$ cat src/rtl/id_ex_stage.sv
// ID/EX pipeline register with forwarding mux, bubble insertion and a stall watchdog.
// Optional bubble performance counter is built when ID_EX_PERF_EN is defined.
module id_ex_stage #(
    parameter int DATA_W    = 16,
    parameter int STALL_MAX = 8
) (
    input  logic              clk,
    input  logic              rst,
    input  logic              id_valid,
    input  logic [2:0]        id_rd,
    input  logic              id_reg_write,
    input  logic              id_mem_read,
    input  logic [3:0]        id_alu_op,
    input  logic              id_use_imm,
    input  logic [DATA_W-1:0] id_imm,
    input  logic [DATA_W-1:0] rf_rdata1,
    input  logic [DATA_W-1:0] rf_rdata2,
    input  logic              stall_in,
    input  logic [1:0]        forward_a,
    input  logic [1:0]        forward_b,
    input  logic [DATA_W-1:0] ex_fwd_data,
    input  logic [DATA_W-1:0] mem_fwd_data,
    input  logic              flush,
    output logic              id_ready,
    output logic              ex_valid,
    output logic              ex_reg_write,
    output logic              ex_mem_read,
    output logic [2:0]        ex_rd,
    output logic [3:0]        ex_alu_op,
    output logic [DATA_W-1:0] ex_op_a,
    output logic [DATA_W-1:0] ex_op_b,
    output logic [DATA_W-1:0] ex_store_data,
    output logic              stall_timeout,
    output logic [15:0]       bubble_cnt
);

    typedef enum logic [1:0] {
        WD_RUN     = 2'd0,
        WD_STALLED = 2'd1,
        WD_HANG    = 2'd2
    } wd_state_t;

    localparam logic [7:0] STALL_MAX_C = 8'(STALL_MAX);

    logic [DATA_W-1:0] w_fwd_a;
    logic [DATA_W-1:0] w_fwd_b;
    logic [DATA_W-1:0] w_op_b;
    logic              w_bubble;
    logic              w_stall_q;

    logic              r_valid;
    logic              r_reg_write;
    logic              r_mem_read;
    logic [2:0]        r_rd;
    logic [3:0]        r_alu_op;
    logic [DATA_W-1:0] r_op_a;
    logic [DATA_W-1:0] r_op_b;
    logic [DATA_W-1:0] r_store_data;

    wd_state_t         r_wd_state;
    logic [7:0]        r_stall_cnt;
    logic              r_timeout;

    assign w_bubble  = stall_in | ~id_valid;
    assign w_stall_q = stall_in & id_valid;
    assign id_ready  = ~stall_in;

    // Operand A forwarding select; the reserved code falls back to the register file.
    always_comb begin
        w_fwd_a = rf_rdata1;
        case (forward_a)
            2'b10:   w_fwd_a = ex_fwd_data;
            2'b01:   w_fwd_a = mem_fwd_data;
            default: w_fwd_a = rf_rdata1;
        endcase
    end

    // Operand B forwarding select and immediate substitution.
    always_comb begin
        w_fwd_b = rf_rdata2;
        case (forward_b)
            2'b10:   w_fwd_b = ex_fwd_data;
            2'b01:   w_fwd_b = mem_fwd_data;
            default: w_fwd_b = rf_rdata2;
        endcase
        if (id_use_imm) begin
            w_op_b = id_imm;
        end else begin
            w_op_b = w_fwd_b;
        end
    end

    // Stage register: flush and bubble kill the controls, data fields simply hold.
    always_ff @(posedge clk) begin
        if (rst) begin
            r_valid      <= 1'b0;
            r_reg_write  <= 1'b0;
            r_mem_read   <= 1'b0;
            r_rd         <= 3'd0;
            r_alu_op     <= 4'd0;
            r_op_a       <= '0;
            r_op_b       <= '0;
            r_store_data <= '0;
        end else if (flush || w_bubble) begin
            r_valid      <= 1'b0;
            r_reg_write  <= 1'b0;
            r_mem_read   <= 1'b0;
        end else begin
            r_valid      <= 1'b1;
            r_reg_write  <= id_reg_write;
            r_mem_read   <= id_mem_read;
            r_rd         <= id_rd;
            r_alu_op     <= id_alu_op;
            r_op_a       <= w_fwd_a;
            r_op_b       <= w_op_b;
            r_store_data <= w_fwd_b;
        end
    end

    // Watchdog FSM; the timeout flag is registered alongside the state it reflects.
    always_ff @(posedge clk) begin
        if (rst || flush) begin
            r_wd_state  <= WD_RUN;
            r_stall_cnt <= 8'd0;
            r_timeout   <= 1'b0;
        end else begin
            case (r_wd_state)
                WD_RUN: begin
                    if (w_stall_q) begin
                        if (STALL_MAX_C == 8'd1) begin
                            r_wd_state  <= WD_HANG;
                            r_stall_cnt <= STALL_MAX_C;
                            r_timeout   <= 1'b1;
                        end else begin
                            r_wd_state  <= WD_STALLED;
                            r_stall_cnt <= 8'd1;
                            r_timeout   <= 1'b0;
                        end
                    end else begin
                        r_wd_state  <= WD_RUN;
                        r_stall_cnt <= 8'd0;
                        r_timeout   <= 1'b0;
                    end
                end
                WD_STALLED: begin
                    if (!w_stall_q) begin
                        r_wd_state  <= WD_RUN;
                        r_stall_cnt <= 8'd0;
                        r_timeout   <= 1'b0;
                    end else if (r_stall_cnt + 8'd1 == STALL_MAX_C) begin
                        r_wd_state  <= WD_HANG;
                        r_stall_cnt <= STALL_MAX_C;
                        r_timeout   <= 1'b1;
                    end else begin
                        r_wd_state  <= WD_STALLED;
                        r_stall_cnt <= r_stall_cnt + 8'd1;
                        r_timeout   <= 1'b0;
                    end
                end
                WD_HANG: begin
                    r_wd_state  <= WD_HANG;
                    r_stall_cnt <= STALL_MAX_C;
                    r_timeout   <= 1'b1;
                end
                default: begin
                    r_wd_state  <= WD_RUN;
                    r_stall_cnt <= 8'd0;
                    r_timeout   <= 1'b0;
                end
            endcase
        end
    end

`ifdef ID_EX_PERF_EN
    logic [15:0] r_bubble_cnt;

    // Saturating count of real instructions held back by a stall or killed by flush.
    always_ff @(posedge clk) begin
        if (rst) begin
            r_bubble_cnt <= 16'h0000;
        end else if ((flush || stall_in) && id_valid && (r_bubble_cnt != 16'hFFFF)) begin
            r_bubble_cnt <= r_bubble_cnt + 16'h0001;
        end else begin
            r_bubble_cnt <= r_bubble_cnt;
        end
    end

    assign bubble_cnt = r_bubble_cnt;
`else
    assign bubble_cnt = 16'h0000;
`endif

    assign ex_valid      = r_valid;
    assign ex_reg_write  = r_reg_write;
    assign ex_mem_read   = r_mem_read;
    assign ex_rd         = r_rd;
    assign ex_alu_op     = r_alu_op;
    assign ex_op_a       = r_op_a;
    assign ex_op_b       = r_op_b;
    assign ex_store_data = r_store_data;
    assign stall_timeout = r_timeout;

endmodule

$ cat config.mk
export PLATFORM = sky130hd
export DESIGN_NAME = id_ex_stage
export DESIGN_NICKNAME = d
export VERILOG_FILES = /design/src/rtl/id_ex_stage.sv
export SDC_FILE = /design/constraint.sdc
export NUM_CORES = 1
export LEC_CHECK = 0
export CAP_MARGIN = 10
export CORE_ASPECT_RATIO = 0.7
export CORE_UTILIZATION = 40
export CTS_CLUSTER_SIZE = 16
export DETAILED_ROUTE_END_ITERATION = 8
export HOLD_SLACK_MARGIN = 0.12
export PLACE_DENSITY = 0.8
export SYNTH_ARGS = -nofsm -noshare
export SYNTH_HDL_FRONTEND = slang
export SYNTH_SLANG_ARGS = --single-unit
$ cat constraint.sdc
create_clock -name clk -period 1.65 [get_ports clk]
set_input_delay 0.2475 -clock clk [delete_from_list [all_inputs] [get_ports clk]]
set_output_delay 0.2475 -clock clk [all_outputs]
set_load 0.005 [all_outputs]
# Word-level counts from Yosys, hierarchy flattened
# Index checks and enable logic that the tools add are counted.
[classes]
eq_ne = 7
shift = 0
n_bitwise = 4
mul = 0
n_addsub = 1
mux = 15
div = 0
reduce_logical = 4
magnitude_cmp = 0
[op_table]
columns = ["operator", "count"]
rows = [
  ["case mux 16 bit (2 select lines)", 2],
  ["case mux 8 bit (3 select lines)", 1],
  ["2-to-1 mux 16 bit", 1],
  ["2-to-1 mux 8 bit", 2],
  ["adder 8 x 1 -> 8 bit, second input constant", 1],
  ["equality test 8 x 4 -> 1 bit, second input constant", 1],
  ["equality test 2 x 1 -> 1 bit, second input constant", 3],
  ["equality test 2 bit, second input constant", 3],
  ["case mux 2 bit (3 select lines)", 1],
  ["2-to-1 mux 1 bit", 5],
  ["2-to-1 mux 2 bit", 2],
  ["zero test 2 bit", 1],
  ["logical OR 1 bit", 2],
  ["inverter 1 bit", 2],
  ["case mux 1 bit (2 select lines)", 1],
  ["OR reduction 2 bit", 1],
  ["bitwise AND 1 bit", 1],
  ["OR 1 bit", 1],
]
[word_totals]
rom_bits = 0
ram_bits = 0
mem_count = 0
latchBits = 0
reg_bits = 69
inputBits = 99

# Depth between registers and ports, before layout
[logic_depth]
ltp_word = 5
ltp_mapped = 8

# Least setup slack after synthesis
# OpenSTA, ideal clock, no wires.
[synth_timing]
kind = "input-to-reg"
startpoint = "input forward_b[0]"
endpoint = "register r_op_b[5] (netlist: ex_op_b[5])"
arrival_time_ns = 1.394
setup_time_ns = 0.070
slack_ns = 0.186
n_path_buf = 2
path_stages = 8
path_cell_list = "inv_1 ha_1 buf_2 buf_1 nand2_1 o21ai_0 mux2i_1 a21oi_1"
[synth_via]
elab_chain_len = 3
word_cells_on_any_way = 4
[synth_lines]
columns = ["item", "line", "text"]
rows = [
  ["from (decl)", "20", "input logic [1:0] forward_b,"],
  ["equality test 2 x 1 -> 1 bit / equality test 2 bit (equally long branches)", "81", "case (forward_b)"],
  ["case mux 16 bit (2 select lines) (*)", "81", ""],
  ["2-to-1 mux 16 bit (*)", "86", "if (id_use_imm) begin"],
  ["to (signal assigned)", "115", "r_op_b <= w_op_b;"],
  ["to (decl)", "57", "logic [DATA_W-1:0] r_op_b;"],
]
# Every way passes the cells marked *; elsewhere a longest branch is shown, timed or not.
# A chain may end at the register's enable or synchronous reset.

# Worst setup path after layout
[layout_timing]
startpoint = "input forward_b[0]"
endpoint = "register r_op_b[4] (netlist: ex_op_b[4])"
# The elaborated chain is that of the path after synthesis.

==> qor.txt <==
DP HPWL - 9470 µm
Area contributors post-synth - dfxtp_1 (40%), a21oi_1 (13%), nand2_1 (8.9%)
hold-fix buffers at CTS - 0
Yosys cell types - 37
Clock Sinks - 69
Clk pwr share - 46.7%
Finished Cell Area - 5640 µm²
Top FF cell, synth - dfxtp_1
Max Slew Vio Count - 0
worst r2r path cells - 6
Max Cap Violations - 0
Tcrit/Tclk final - 101%
CP startpoint - forward_b[0]
Core Util, Final - 69.5%
DRC - 0
Routed Antenna Nets - 0
root buf cell - clkbuf_16
Total Power - 4950 µW
sequential area share after synthesis - 40.1%
largest family of logic cells by synthesized area - compound AO/OA/AOI/OAI gates
Num CTS Buffers - 9
reg2reg start - r_stall_cnt[1]$_SDFF_PP0_
top cells by count, synth - a21oi_1 (88), nand2_1 (82), dfxtp_1 (69)
via count - 3,878
Post-Syn Area - 3440 µm²
Cells after Synth - 439
Clock Latency Late Sink - 0.34 ns
Clock Tree Buf Depth - 2
IO Pins - 175
first-pass GRT wire length - 18,800 µm
layout cells sized above 1 - 9.21%
Fmax achieved - 602 MHz
mean routed wirelength per cell - 17.6 µm
row count - 27
final hold vios - 0
CP Data Arrival Time - 1.93 ns
Setup-failing EPs final - 2
Peak VDD IR - 0.000557 V
RSZ-0062 raised after global routing - yes
Synth Area in Adders - 3.27%
crit end category - register
XOR/XNOR Fraction of Synth Area - 1.27%
Initial Util - 42.5%
Clock Skews - 0.00177 ns
Die Wd - 113 µm
CP required - 1.92 ns
Clk pin slew, worst setup/hold paths - 0.06 ns
slack of the critical path - -0.0110 ns
most frequent cell after synthesis - a21oi_1
largest net degree at the start of global routing - 47
Tot GR Track Use - 28.2%
setup tns final - -0.0174 ns
grt ovf - 0
Die Area - 8990 µm²
status - finished, violations left
Leak - 0.00217 µW
# nets final - 711
number of global-route vias before repair - 3,595
area grow syn2layout - 63.6%
Post-synth ARST share - 0%
#FFs+latches synth - 69
mux cell area share after synthesis - 4.36%
crit path max fanout - 28
P_sw - 1140 µW
top-area cell type share of the netlist area - 40.1%
H-Tree Depth - 3
placed cell area - 5240 µm²
largest area contributor in the netlist - dfxtp_1
Logic pwr share - 17.6%
CTS tree - yes
core area - 8110 µm²
Internal - 3820 µW
Chip Height - 79.6 µm
post-synthesis simple-gate area fraction - 17.6%
crit path kind - in -> reg
Hold Path Class - reg -> reg
Post-synth EDFFs - 0
Synth Area per Inst - 7.85 µm²
Switching Fraction - 23.0%
Routed WL - 12,500 µm
share of total power in sequential cells - 35.7%
Starting DRT DRC Count - 281
initial antenna violation count - 0
via-per-instance ratio - 5.47
routability cong. - 0.887
YS warnings - 0
fillcell total - 637
PD cells - 879 nW/µm²
count of input and output buffers - 158
n_diodes - 0
pre-CTS WS - -0.398 ns
failing checks - setup timing
First-pass DRT Iterations - 5
Final Critical Period - 1.66 ns
Compound-Gate Fraction of Synth Area - 24.6%
startpoint types - input pin
hold path depth - 2
hold path startpoint - ex_alu_op[1]$_SDFFE_PP0P_
-- critical path: stages --
cell and delay [ns]:
clkdlybuf4s50_1 0.47, inv_1 0.05, ha_1 0.37, buf_12 0.20, o21ai_0 0.33, mux2i_1 0.12, a21oi_1 0.14
-- metal layers --
| metal | track usage (%) | vias to the layer above | share of wire [%] |
|---|---|---|---|
| li1 | - | 1824 | - |
| met3 | 10.5 | 18 | 12 |
| met2 | 46.0 | 242 | 45 |
| met4 | 8.82 | 0 | 1.4 |
| met5 | 0 | - | 0 |
| met1 | 34.8 | 1794 | 41 |
-- cell type report --
| class | instances | area (µm²) | area share (%) |
|---|---|---|---|
| Clock buffer | 13 | 270 | 4.79 |
| Clock inverter | 3 | 90.1 | 1.60 |
| Inverter | 9 | 33.8 | 0.599 |
| Multi-Input combinational cell | 326 | 1850 | 32.8 |
| Sequential cell | 69 | 1380 | 24.5 |
| Tap cell | 101 | 126 | 2.24 |
| Timing Repair Buffer | 188 | 1880 | 33.4 |
-- sequential cells by signal, indices dropped and copies added (netlist names), 2 cells and up --
| signal | cells |
|---|---|
| ex_alu_op | 4 |
| ex_op_a | 16 |
| ex_op_b | 16 |
| ex_rd | 3 |
| ex_store_data | 16 |
| r_stall_cnt | 8 |
| r_wd_state | 2 |
-- what timing repair did --
| action | CTS | global route |
|---|---|---|
| setup endpoints to repair | 2 | 18 |
| setup buffers | 1 | 1 |
| gates cloned | 0 | 0 |
| gates resized for setup | 1 | 6 |
-- through the flow --
step           std cells  hold slack (ns)
6_report             709            0.456
5_1_grt              709            0.476
4_1_cts              708            0.453
3_5_place_dp         691            0.446
3_3_place_gp         691            0.440
2_1_floorplan        454            0.369
-- power by group through the flow --
| stage | combinational (µW) | sequential, µW | clock (µW) |
|---|---|---|---|
| 2_1_floorplan | 354 | 1800 | 0 |
| 3_3_place_gp | 843 | 1800 | 0 |
| 3_5_place_dp | 855 | 1800 | 0 |
| 4_1_cts | 862 | 1770 | 2350 |
| 5_1_grt | 939 | 1770 | 2430 |
| 6_report | 871 | 1770 | 2310 |
-- logic make-up after synthesis --
group / after synthesis
XOR/XNOR: 5
other: 1
multiplexers: 15
flip-flops: 69
AND/OR/NAND/NOR: 132
buffers and inverters: 59
AO/OA/AOI/OAI: 149
adder cells (fa/ha/maj): 9
-- path summary, 6_finish.rpt --
| check | endpoint | slack (ns) |
|---|---|---|
| max | ex_op_b[4]$_SDFFE_PP0P_ | -0.01 |
| min reg2reg | ex_alu_op[1]$_SDFFE_PP0P_ | 0.46 |
| max reg2reg | r_wd_state[0]$_SDFF_PP0_ | 0.08 |
| min | ex_alu_op[1]$_SDFFE_PP0P_ | 0.46 |
-- layout by cell type, fill, tap and decap left out, drive strengths merged --
cell / netlist / final
and2: 3 / 3
ha: 9 / 9
bufinv: 0 / 3
a22o: 1 / 1
inv: 9 / 9
nor4b: 1 / 1
nor2: 16 / 16
nor3b: 2 / 2
dfxtp: 69 / 69
o21ai: 23 / 23
nand4: 4 / 4
clkdlybuf4s50: 0 / 157
o21a: 1 / 1
nor2b: 4 / 4
dlymetal6s2s: 0 / 1
mux2i: 15 / 15
conb: 1 / 16
nor4: 1 / 1
or3: 2 / 2
clkbuf: 17 / 13
a32o: 1 / 1
nand2: 82 / 82
nor3: 10 / 10
a221oi: 2 / 2
xnor2: 2 / 2
xor2: 3 / 3
nand3: 4 / 4
nand2b: 2 / 2
a21oi: 88 / 88
or2: 1 / 1
a31oi: 1 / 1
a211oi: 1 / 1
a22oi: 31 / 31
buf: 33 / 30
Note: power is estimated with default switching activity, not from simulation.
